### config.mk
export PLATFORM = sky130hd
export DESIGN_NAME = pipe_ctrl_flat
export DESIGN_NICKNAME = d
export VERILOG_FILES = /design/src/rtl/pipe_ctrl_if.sv /design/src/rtl/pipe_ctrl.sv /design/src/flat_wrapper.sv
export SDC_FILE = /design/constraint.sdc
export NUM_CORES = 1
export LEC_CHECK = 0
export CAP_MARGIN = 20
export CORE_MARGIN = 10
export CORE_UTILIZATION = 55
export DETAILED_ROUTE_END_ITERATION = 8
export PLACE_DENSITY_LB_ADDON = 0.25
export SYNTH_ARGS = -nofsm -noshare
export SYNTH_HDL_FRONTEND = slang
export SYNTH_SLANG_ARGS = --single-unit
export TNS_END_PERCENT = 50
### constraint.sdc
create_clock -name clk -period 4.2 [get_ports clk]
set_input_delay 0.42 -clock clk [delete_from_list [all_inputs] [get_ports clk]]
set_output_delay 0.42 -clock clk [all_outputs]
set_load 0.03 [all_outputs]
### src/rtl/pipe_ctrl_if.sv
// Handshake bundle between the pipeline datapath and its sequencing controller.
// The controller side takes the slave modport; the datapath (or bench) takes master.
interface pipe_ctrl_if #(
    parameter int CNT_W = 16
);
    logic [4:0]       id_rs;
    logic [4:0]       id_rt;
    logic             id_uses_rt;
    logic             ex_memread;
    logic [4:0]       ex_rt;
    logic             ex_branch_taken;
    logic             mem_req;
    logic             mem_ready;
    logic             clr_counters;

    logic             pc_stall;
    logic             pc_redirect;
    logic             ifid_en;
    logic             idex_en;
    logic             exmem_en;
    logic             ifid_flush;
    logic             idex_flush;
    logic [1:0]       state;
    logic [CNT_W-1:0] stall_cnt;
    logic [CNT_W-1:0] flush_cnt;
    logic             mem_timeout;

    modport master (
        output id_rs, id_rt, id_uses_rt, ex_memread, ex_rt, ex_branch_taken,
               mem_req, mem_ready, clr_counters,
        input  pc_stall, pc_redirect, ifid_en, idex_en, exmem_en, ifid_flush,
               idex_flush, state, stall_cnt, flush_cnt, mem_timeout
    );

    modport slave (
        input  id_rs, id_rt, id_uses_rt, ex_memread, ex_rt, ex_branch_taken,
               mem_req, mem_ready, clr_counters,
        output pc_stall, pc_redirect, ifid_en, idex_en, exmem_en, ifid_flush,
               idex_flush, state, stall_cnt, flush_cnt, mem_timeout
    );
endinterface

### src/rtl/pipe_ctrl.sv
// Sequencing controller for the 5-stage pipeline: hazard stalls, memory-wait
// freezes, branch redirects, boot fetch hold and saturating perf counters.
//
// state     | meaning
// ----------|-------------------------------------------------------------
// BOOT      | one cycle after reset: hold first fetch, bubble into IF/ID
// RUN       | normal issue; load-use and branch handling
// MEM_WAIT  | data memory busy: freeze until mem_ready
// BAD (3)   | unreachable; recovers through BOOT
module pipe_ctrl #(
    parameter int unsigned WAIT_TIMEOUT = 255,
    parameter int          CNT_W        = 16
) (
    input  logic        clk,
    input  logic        rst_n,
    pipe_ctrl_if.slave  pc_if
);
    typedef enum logic [1:0] {
        ST_BOOT     = 2'd0,
        ST_RUN      = 2'd1,
        ST_MEM_WAIT = 2'd2,
        ST_BAD      = 2'd3
    } state_e;

    localparam logic [15:0] WAIT_LIMIT = WAIT_TIMEOUT[15:0];

    state_e           state_q, state_d;
    logic [CNT_W-1:0] stall_cnt_q, stall_cnt_d;
    logic [CNT_W-1:0] flush_cnt_q, flush_cnt_d;
    logic [15:0]      wait_cnt_q, wait_cnt_d;
    logic             timeout_q, timeout_d;

    logic lu, mw, run_dec, stall_inc, flush_inc;
    logic pc_stall, pc_redirect, ifid_en, idex_en, exmem_en, ifid_flush, idex_flush;

    assign lu = pc_if.ex_memread && (pc_if.ex_rt != 5'd0) &&
                ((pc_if.ex_rt == pc_if.id_rs) ||
                 (pc_if.id_uses_rt && (pc_if.ex_rt == pc_if.id_rt)));
    assign mw = pc_if.mem_req && !pc_if.mem_ready;

    always_comb begin
        state_d     = state_q;
        run_dec     = 1'b0;
        stall_inc   = 1'b0;
        flush_inc   = 1'b0;
        pc_stall    = 1'b0;
        pc_redirect = 1'b0;
        ifid_en     = 1'b0;
        idex_en     = 1'b0;
        exmem_en    = 1'b0;
        ifid_flush  = 1'b0;
        idex_flush  = 1'b0;

        case (state_q)
            ST_BOOT: begin
                ifid_flush = 1'b1;
                state_d    = ST_RUN;
            end
            ST_RUN: begin
                if (mw) begin
                    stall_inc = 1'b1;
                    state_d   = ST_MEM_WAIT;
                end else begin
                    run_dec = 1'b1;
                end
            end
            ST_MEM_WAIT: begin
                // ID/EX was held, so the ready cycle re-evaluates branch and load-use
                if (!pc_if.mem_ready) begin
                    stall_inc = 1'b1;
                end else begin
                    run_dec = 1'b1;
                    state_d = ST_RUN;
                end
            end
            default: begin
                ifid_flush = 1'b1;
                state_d    = ST_BOOT;
            end
        endcase

        if (run_dec) begin
            pc_stall = 1'b1;
            ifid_en  = 1'b1;
            idex_en  = 1'b1;
            exmem_en = 1'b1;
            if (pc_if.ex_branch_taken) begin
                pc_stall    = 1'b0;
                pc_redirect = 1'b1;
                ifid_flush  = 1'b1;
                idex_flush  = 1'b1;
                flush_inc   = 1'b1;
            end else if (lu) begin
                pc_stall   = 1'b0;
                ifid_en    = 1'b0;
                idex_flush = 1'b1;
                stall_inc  = 1'b1;
            end
        end
    end

    always_comb begin
        wait_cnt_d = wait_cnt_q;
        timeout_d  = timeout_q;
        if (state_q == ST_RUN && mw) begin
            wait_cnt_d = 16'd0;
        end else if (state_q == ST_MEM_WAIT) begin
            if (wait_cnt_q != 16'hFFFF) wait_cnt_d = wait_cnt_q + 16'd1;
            if (wait_cnt_d >= WAIT_LIMIT) timeout_d = 1'b1;
        end

        stall_cnt_d = stall_cnt_q;
        flush_cnt_d = flush_cnt_q;
        if (pc_if.clr_counters) begin
            stall_cnt_d = '0;
            flush_cnt_d = '0;
        end else begin
            if (stall_inc && stall_cnt_q != '1) stall_cnt_d = stall_cnt_q + CNT_W'(1);
            if (flush_inc && flush_cnt_q != '1) flush_cnt_d = flush_cnt_q + CNT_W'(1);
        end
    end

    always_ff @(posedge clk or negedge rst_n) begin
        if (!rst_n) begin
            state_q     <= ST_BOOT;
            stall_cnt_q <= '0;
            flush_cnt_q <= '0;
            wait_cnt_q  <= 16'd0;
            timeout_q   <= 1'b0;
        end else begin
            state_q     <= state_d;
            stall_cnt_q <= stall_cnt_d;
            flush_cnt_q <= flush_cnt_d;
            wait_cnt_q  <= wait_cnt_d;
            timeout_q   <= timeout_d;
        end
    end

    assign pc_if.pc_stall    = pc_stall;
    assign pc_if.pc_redirect = pc_redirect;
    assign pc_if.ifid_en     = ifid_en;
    assign pc_if.idex_en     = idex_en;
    assign pc_if.exmem_en    = exmem_en;
    assign pc_if.ifid_flush  = ifid_flush;
    assign pc_if.idex_flush  = idex_flush;
    assign pc_if.state       = state_q;
    assign pc_if.stall_cnt   = stall_cnt_q;
    assign pc_if.flush_cnt   = flush_cnt_q;
    assign pc_if.mem_timeout = timeout_q;
endmodule

### src/flat_wrapper.sv
// flat-port wrapper written by rule: the top's interface ports become plain ports
module pipe_ctrl_flat 
#(
    parameter int unsigned WAIT_TIMEOUT = 255,
    parameter int          CNT_W        = 16
)
  (clk, rst_n, pc_if_id_rs, pc_if_id_rt, pc_if_id_uses_rt, pc_if_ex_memread, pc_if_ex_rt, pc_if_ex_branch_taken, pc_if_mem_req, pc_if_mem_ready, pc_if_clr_counters, pc_if_pc_stall, pc_if_pc_redirect, pc_if_ifid_en, pc_if_idex_en, pc_if_exmem_en, pc_if_ifid_flush, pc_if_idex_flush, pc_if_state, pc_if_stall_cnt, pc_if_flush_cnt, pc_if_mem_timeout);
  pipe_ctrl_if #(.CNT_W(CNT_W)) pc_if_i ();
  input  logic clk;
  input  logic rst_n;
  input wire logic [$bits(pc_if_i.id_rs)-1:0] pc_if_id_rs;
  input wire logic [$bits(pc_if_i.id_rt)-1:0] pc_if_id_rt;
  input wire logic [$bits(pc_if_i.id_uses_rt)-1:0] pc_if_id_uses_rt;
  input wire logic [$bits(pc_if_i.ex_memread)-1:0] pc_if_ex_memread;
  input wire logic [$bits(pc_if_i.ex_rt)-1:0] pc_if_ex_rt;
  input wire logic [$bits(pc_if_i.ex_branch_taken)-1:0] pc_if_ex_branch_taken;
  input wire logic [$bits(pc_if_i.mem_req)-1:0] pc_if_mem_req;
  input wire logic [$bits(pc_if_i.mem_ready)-1:0] pc_if_mem_ready;
  input wire logic [$bits(pc_if_i.clr_counters)-1:0] pc_if_clr_counters;
  output wire logic [$bits(pc_if_i.pc_stall)-1:0] pc_if_pc_stall;
  output wire logic [$bits(pc_if_i.pc_redirect)-1:0] pc_if_pc_redirect;
  output wire logic [$bits(pc_if_i.ifid_en)-1:0] pc_if_ifid_en;
  output wire logic [$bits(pc_if_i.idex_en)-1:0] pc_if_idex_en;
  output wire logic [$bits(pc_if_i.exmem_en)-1:0] pc_if_exmem_en;
  output wire logic [$bits(pc_if_i.ifid_flush)-1:0] pc_if_ifid_flush;
  output wire logic [$bits(pc_if_i.idex_flush)-1:0] pc_if_idex_flush;
  output wire logic [$bits(pc_if_i.state)-1:0] pc_if_state;
  output wire logic [$bits(pc_if_i.stall_cnt)-1:0] pc_if_stall_cnt;
  output wire logic [$bits(pc_if_i.flush_cnt)-1:0] pc_if_flush_cnt;
  output wire logic [$bits(pc_if_i.mem_timeout)-1:0] pc_if_mem_timeout;
  assign pc_if_i.id_rs = pc_if_id_rs;
  assign pc_if_i.id_rt = pc_if_id_rt;
  assign pc_if_i.id_uses_rt = pc_if_id_uses_rt;
  assign pc_if_i.ex_memread = pc_if_ex_memread;
  assign pc_if_i.ex_rt = pc_if_ex_rt;
  assign pc_if_i.ex_branch_taken = pc_if_ex_branch_taken;
  assign pc_if_i.mem_req = pc_if_mem_req;
  assign pc_if_i.mem_ready = pc_if_mem_ready;
  assign pc_if_i.clr_counters = pc_if_clr_counters;
  assign pc_if_pc_stall = pc_if_i.pc_stall;
  assign pc_if_pc_redirect = pc_if_i.pc_redirect;
  assign pc_if_ifid_en = pc_if_i.ifid_en;
  assign pc_if_idex_en = pc_if_i.idex_en;
  assign pc_if_exmem_en = pc_if_i.exmem_en;
  assign pc_if_ifid_flush = pc_if_i.ifid_flush;
  assign pc_if_idex_flush = pc_if_i.idex_flush;
  assign pc_if_state = pc_if_i.state;
  assign pc_if_stall_cnt = pc_if_i.stall_cnt;
  assign pc_if_flush_cnt = pc_if_i.flush_cnt;
  assign pc_if_mem_timeout = pc_if_i.mem_timeout;
  pipe_ctrl #(.WAIT_TIMEOUT(WAIT_TIMEOUT), .CNT_W(CNT_W)) u_core (.clk(clk), .rst_n(rst_n), .pc_if(pc_if_i));
endmodule
---- After elaboration in Yosys (flattened, before gate mapping) ----
Cells that the tools add are included.
operators by class
  add/subtract/negate cells ............... 3
  order comparisons ....................... 1
  multiplexer cells ....................... 35
  reduce and logical (&&, ||, !) cells .... 17
  bitwise logic cells ..................... 1
  equal/unequal tests ..................... 9
operators with widths
  operator                 number
  $mux W16                 9
  $add A16 B1 Y16 const B  3
  $ne A16 B16 Y1 const B   3
  $mux W1                  21
  $ge A16 B8 Y1 const B    1
  $eq A5 B5 Y1             2
  $logic_and A1 B1 Y1      7
  $pmux W2 S3              1
  $reduce_bool A2 Y1       3
  $reduce_bool A5 Y1       1
  $mux W2                  2
  $pmux W1 S2              2
  $reduce_and A3 Y1        1
  $eq A2 B1 Y1 const B     1
  $eq A2 B2 Y1 const B     1
  $logic_not A2 Y1         1
  $ne A2 B1 Y1 const B     1
  $ne A2 B2 Y1 const B     1
  $reduce_and A2 Y1        1
  $reduce_or A2 Y1         1
  $logic_not A1 Y1         1
  $logic_or A1 B1 Y1       1
  $not A1 Y1               1
word-level totals
  output and inout bits ................... 42
  logic and storage cells ................. 71
  register bits ........................... 51

---- Logic depth before layout (Yosys ltp) ----
  word-level depth ........................ 10
  depth in mapped cells ................... 10
  depth with buffers taken out ............ 8

---- Worst setup path after synthesis ----
No wires, ideal clock.
  path kind ............................... register -> register
  start point ............................. register u_core.state_q[0], in the netlist u_core.pc_if.state[0]
  end point ............................... register u_core.stall_cnt_q[5], in the netlist u_core.pc_if.stall_cnt[5]
  cell stages (with the launch flop) ...... 10
  data required time ...................... 4.072 ns
  buffers on the path ..................... 2
  clock period less this slack ............ 2.657 ns
  arrival time ............................ 2.529 ns
  slack ................................... 1.543 ns
  path through ............................ dfrtp_1 inv_1 ha_1 clkbuf_1 o21a_1 o21ai_1 o41a_4 buf_6 nor4b_2 mux2_1
on the way
  word-level cells in the longest chain between the ends .. 7
  elaborated cells on any way between the ends .. 9
ends and longest elaborated chain
  element                                       RTL line          text
  start, declared                               pipe_ctrl.sv:27   state_e state_q, state_d;
  start signal, assigned                        pipe_ctrl.sv:131  state_q <= state_d;
  $eq A2 B2 Y1 or $eq A2 B1 Y1 (tied branches)  pipe_ctrl.sv:54   case (state_q)
  $pmux W1 S2                                   pipe_ctrl.sv:54
  $mux W1                                       pipe_ctrl.sv:93   end else if (lu) begin
  $mux W1                                       pipe_ctrl.sv:87   if (pc_if.ex_branch_taken) begin
  $mux W1 *                                     pipe_ctrl.sv:82   if (run_dec) begin
  $logic_and A1 B1 Y1 *                         pipe_ctrl.sv:118  if (stall_inc && stall_cnt_q != '1) stall_cnt_d = stall_cnt_q + CNT_W'(1);
  $reduce_bool A2 Y1 (no line) *                -
  end signal, assigned                          pipe_ctrl.sv:132  stall_cnt_q <= stall_cnt_d;
  end, declared                                 pipe_ctrl.sv:28   logic [CNT_W-1:0] stall_cnt_q, stall_cnt_d;
Mark *: on every way between the ends. The rest lies on a longest branch, timed or not.
A chain may end at the register's enable or synchronous reset.

---- Final worst setup path ----
  start point ............................. input pc_if_ex_rt[0]
  end point ............................... output pc_if_pc_stall
on the way
  word-level cells in the longest chain between the ends .. 7
  elaborated cells on any way between the ends .. 10
ends and longest elaborated chain
  element                RTL line            text
  start, declared        flat_wrapper.sv:15  input wire logic [$bits(pc_if_i.ex_rt)-1:0] pc_if_ex_rt;
  $eq A5 B5 Y1           pipe_ctrl.sv:38     (pc_if.id_uses_rt && (pc_if.ex_rt == pc_if.id_rt)));
  $logic_and A1 B1 Y1    pipe_ctrl.sv:38
  $logic_or A1 B1 Y1     pipe_ctrl.sv:37     ((pc_if.ex_rt == pc_if.id_rs) ||
  $logic_and A1 B1 Y1 *  pipe_ctrl.sv:36     assign lu = pc_if.ex_memread && (pc_if.ex_rt != 5'd0) &&
  $mux W1 *              pipe_ctrl.sv:93
  $mux W1 *              pipe_ctrl.sv:87
  $mux W1 *              pipe_ctrl.sv:82
  end, declared          flat_wrapper.sv:20  output wire logic [$bits(pc_if_i.pc_stall)-1:0] pc_if_pc_stall;
Marks and branches as above.

==> summary by stage <==
Clock network
In this run the number of H-tree levels came out at 2. The number of clock buffers added by TritonCTS is 5. Buffers added to address setup during post-CTS repair amount to 0. The clock tree root driver cell is sky130_fd_sc_hd__clkbuf_8.

The clock insertion delay at the later pin of the skew report is 0.31 ns. The clock passes through at most 2 buffers. The clock sink count is 51.

After clock tree synthesis, the repair step resized 0 gates. The clock edge transition at the registers on the reported setup and hold paths is 0.10 ns. The number of hold-repair buffers added at the cts stage is 0. TritonCTS built the clock tree.

Timing
The final worst hold slack is 0.212 ns. The final total negative setup slack is 0 ns. Measured against its own limit, the worst slew margin works out to 41.9%. The final period utilization is 75.7%. The maximum operating frequency is 0.315 GHz. The worst path needs 3.18 ns of the cycle, external delays included. Setup violations remaining at the end of the flow were counted as 0.

The count of endpoints failing hold in the final timing report was 0. The worst clock skew on the final layout is 0.00904 ns. The max-slew violation count is 0. The measured slew at the worst slew-check pin is 0.866 ns. Setup repair after global routing left no endpoint under its margin.

Power and ir drop
The relative contribution of combinational cells to total power is 35.6%. In this run switching power makes up 37.2% of total power. Cell internal power was estimated by the tool at 0.000917 W.

The power per unit of standard cell area is 366 nW/um^2. The share of power burned in the clock network is 24.5%. For this design the static power due to leakage is 1.60 nW. Across the VDD grid, the largest voltage drop is 236 uV. The portion of total power attributed to sequential cells is 39.9%. The post-route total power is 0.00146 W. In this run the power spent charging and discharging nets is 0.000544 W.

Setup path
The cell count of the worst reg-to-reg path is 8. STA classifies the critical path startpoint as an input port. The largest driver fanout on the critical path is 3. Together, buffers and inverters on the worst path number 2. The startpoint of the worst-slack reg-to-reg timing path is u_core.pc_if.state[1]. The number of stages on the worst setup path is 6.

The critical path class is in2out. STA classifies the critical path endpoint as an output port. The signal on the critical path passes through clkdlybuf4s50_1 > or4_1 > o21ai_0 > nor2_1 > nor3_1 > clkdlybuf4s50_1.

STA puts the critical path data arrival time at 2.76 ns. The delay of the slowest critical-path stage is 0.70 ns. The endpoint identified for the worst register-to-register timing path is u_core.pc_if.flush_cnt[10].

In this design, the largest share of critical-path delay is due to buffers and inverters. The cell that appears most often on the critical path is sky130_fd_sc_hd__clkdlybuf4s50_1. The critical path data required time is 3.78 ns.

In this run the register-to-register setup slack is 1.48 ns. The slowest stage cell on the critical path is sky130_fd_sc_hd__clkdlybuf4s50_1.

Synth
Of all cell types, the one taking the most synthesized area is sky130_fd_sc_hd__dfrtp_1. Summing every instance area after synthesis gives 3180 um^2. After synthesis, the largest area contributor takes up 40.1% of total cell area.

The library cell with the highest instance count after synthesis is sky130_fd_sc_hd__nor2_1. Counting every instance in the synthesized netlist gives 355. The count of unique library cells instantiated by Yosys is 48. Yosys attributes the largest share of cell area to sky130_fd_sc_hd__dfrtp_1, sky130_fd_sc_hd__xor2_1, sky130_fd_sc_hd__nor2_1.

For this run, the number of Yosys warnings is 0. Sorting the synthesized cells by how often they occur yields sky130_fd_sc_hd__nor2_1, sky130_fd_sc_hd__dfrtp_1, sky130_fd_sc_hd__xor2_1, sky130_fd_sc_hd__nand2_1, sky130_fd_sc_hd__nand3_1. For this run, the register share of the synthesized area comes to 40.1%. The net count after synthesis is 384. The mean cell area of the mapped netlist is 8.96 um^2. Counting flops with an async set or reset pin after synthesis yields a share of 100%.

The synthesized design contains 0 enable-type register cells. The register bit count reported by yosys is 51. The primary flip-flop cell chosen by synthesis mapping is sky130_fd_sc_hd__dfrtp_1.

Floorplanning
The die covers 9230 um^2. During I/O placement, the number of pins put on the boundary was 65. The floorplan step set the die height to 96.1 um. The area of the placeable core is 5570 um^2. For this configuration, the core starts out at a cell density of 57.1%. The die boundary width is 96.1 um. Row generation in the floorplan step produced 27 rows.

Route
The sum of routed wire length over all layers is 8060 um. The routed wirelength normalized by instance count is 16.6 um. The number of iterations in the first detailed-routing pass is 5. The number of DRC violations after detailed routing is 0.

The residual antenna-violating net count after detailed routing is 0. The detailed router placed 2927 vias in this run. After detailed routing, the number of vias per cell comes to 6.01.

The iteration-0 DRC count of the detailed router is 165.

Global route
The wire length of the first global-routing pass is 13400 um. The global-route usage over all layers is 17.8%. The number of global-route vias before repair is 2706. After global routing the overflow that remains totals 0. Entering global routing, the biggest net connects 52 pins. The number of antenna violations at the first check in global routing was 0.

Cells and area
The final net count is 443. The fraction of final layout cells with drive strength greater than 1 is 5.78%. Summing all flip-flop and latch instances after layout gives 1280 um^2. In the final layout, the multi-input gates occupy 1790 um^2.

The antenna diode count is 0. From synthesis to final layout, the design area changed by 25.3%. Fill cells in the final layout number 451.

Status
The flow ran to the end, and the final reports show no timing, DRC or antenna violations.

Placement
At the end of routability-driven placement, the weighted congestion stood at 0.900. In this run the tool buffered the top-level ports with 64 buffer cells. Detailed placement ended at an HPWL of 5790 um.

Job
The total of max-cap violations is 0.

Worst hold path
The type of the most critical hold path is in2async.
## area by class of cell
type	count	area share, %
sequential	51	32.0
clock buffer	5	1.73
inverter	11	1.04
multi-input combinational	276	44.8
tap	72	2.26
clock inverter	3	1.16
timing repair buffer	69	17.0
## logic make-up (layout without fill, tap and decap cells)
family / count (synthesis) / in the layout / share of synthesized area [%]
multiplexers: 13 / 13 / 4.29
buffers and inverters: 28 / 88 / 3.74
AO/OA/AOI/OAI: 56 / 56 / 11.8
adder cells (fa/ha/maj): 6 / 6 / 2.36
flip-flops: 51 / 51 / 40.1
AND/OR/NAND/NOR: 165 / 165 / 27.8
XOR/XNOR: 36 / 36 / 9.91
## through the flow
step	util, %	cell area (um^2)	worst slack, ns	instances
final	71.5	3990	1.02	487
after global routing	71.5	3990	0.882	487
after CTS	71.3	3980	1.04	486
after detailed placement	69.2	3860	1.05	478
after global placement	69.2	3860	1.09	478
after floorplan	-	3180	1.54	355
## worst register-to-register path: cells and delay by family, from the launching register on
family                   cells  cell delay [ns]
flip-flops                   1             0.44
adder cells (fa/ha/maj)      1             0.28
AND/OR/NAND/NOR              3             0.51
buffers and inverters        1             0.11
AO/OA/AOI/OAI                2             1.10
XOR/XNOR                     1             0.18
## worst max-delay path by stage
stage                           from                        end
5_1_grt               pc_if_ex_rt[0]             pc_if_pc_stall
3_3_place_gp          pc_if_ex_rt[0]             pc_if_pc_stall
6_report              pc_if_ex_rt[0]             pc_if_pc_stall
3_5_place_dp          pc_if_ex_rt[0]             pc_if_pc_stall
2_1_floorplan  u_core.pc_if.state[0]  u_core.pc_if.stall_cnt[5]
4_1_cts               pc_if_ex_rt[0]             pc_if_pc_stall
## cells in the final DEF (no fill, tap or decap), types with 6 or more instances in the layout
cell type	count
sky130_fd_sc_hd__nand4_1	15
sky130_fd_sc_hd__nand3_1	18
sky130_fd_sc_hd__ha_1	6
sky130_fd_sc_hd__o31ai_1	7
sky130_fd_sc_hd__nor2_1	53
sky130_fd_sc_hd__o21ai_0	11
sky130_fd_sc_hd__dfrtp_1	51
sky130_fd_sc_hd__nor2b_1	7
sky130_fd_sc_hd__nor3_1	6
sky130_fd_sc_hd__clkdlybuf4s50_1	63
sky130_fd_sc_hd__xor2_1	29
sky130_fd_sc_hd__a21oi_1	17
sky130_fd_sc_hd__or4_1	10
sky130_fd_sc_hd__inv_1	11
sky130_fd_sc_hd__nand2_1	24
sky130_fd_sc_hd__xnor2_1	7
sky130_fd_sc_hd__and3_1	6
sky130_fd_sc_hd__mux2i_1	8
## layer usage
layer	part of all wire (%)	vias to the layer above	track usage, %	wire [um]
li1	-	1398	-	-
met1	40	1416	22.0	3210
met2	52	100	30.4	4180
met3	7.3	13	4.82	587
met4	1.1	0	3.44	85
met5	0	-	0	0
## sequential cells by signal, indices dropped and copies added, names as in the netlist
register	count
u_core.pc_if.flush_cnt	16
u_core.pc_if.mem_timeout	1
u_core.pc_if.stall_cnt	16
u_core.pc_if.state	2
u_core.wait_cnt_q	16
## power groups by stage
stage / sequential (W) / combinational [W] / clock [W]
after floorplan: 0.000611 / 0.000308 / 0
after global placement: 0.000589 / 0.000506 / 0
after detailed placement: 0.000591 / 0.000518 / 0
after CTS: 0.000582 / 0.000521 / 0.000365
after global routing: 0.000590 / 0.000562 / 0.000386
final: 0.000582 / 0.000520 / 0.000359
Power figures use the tool's default switching activity.
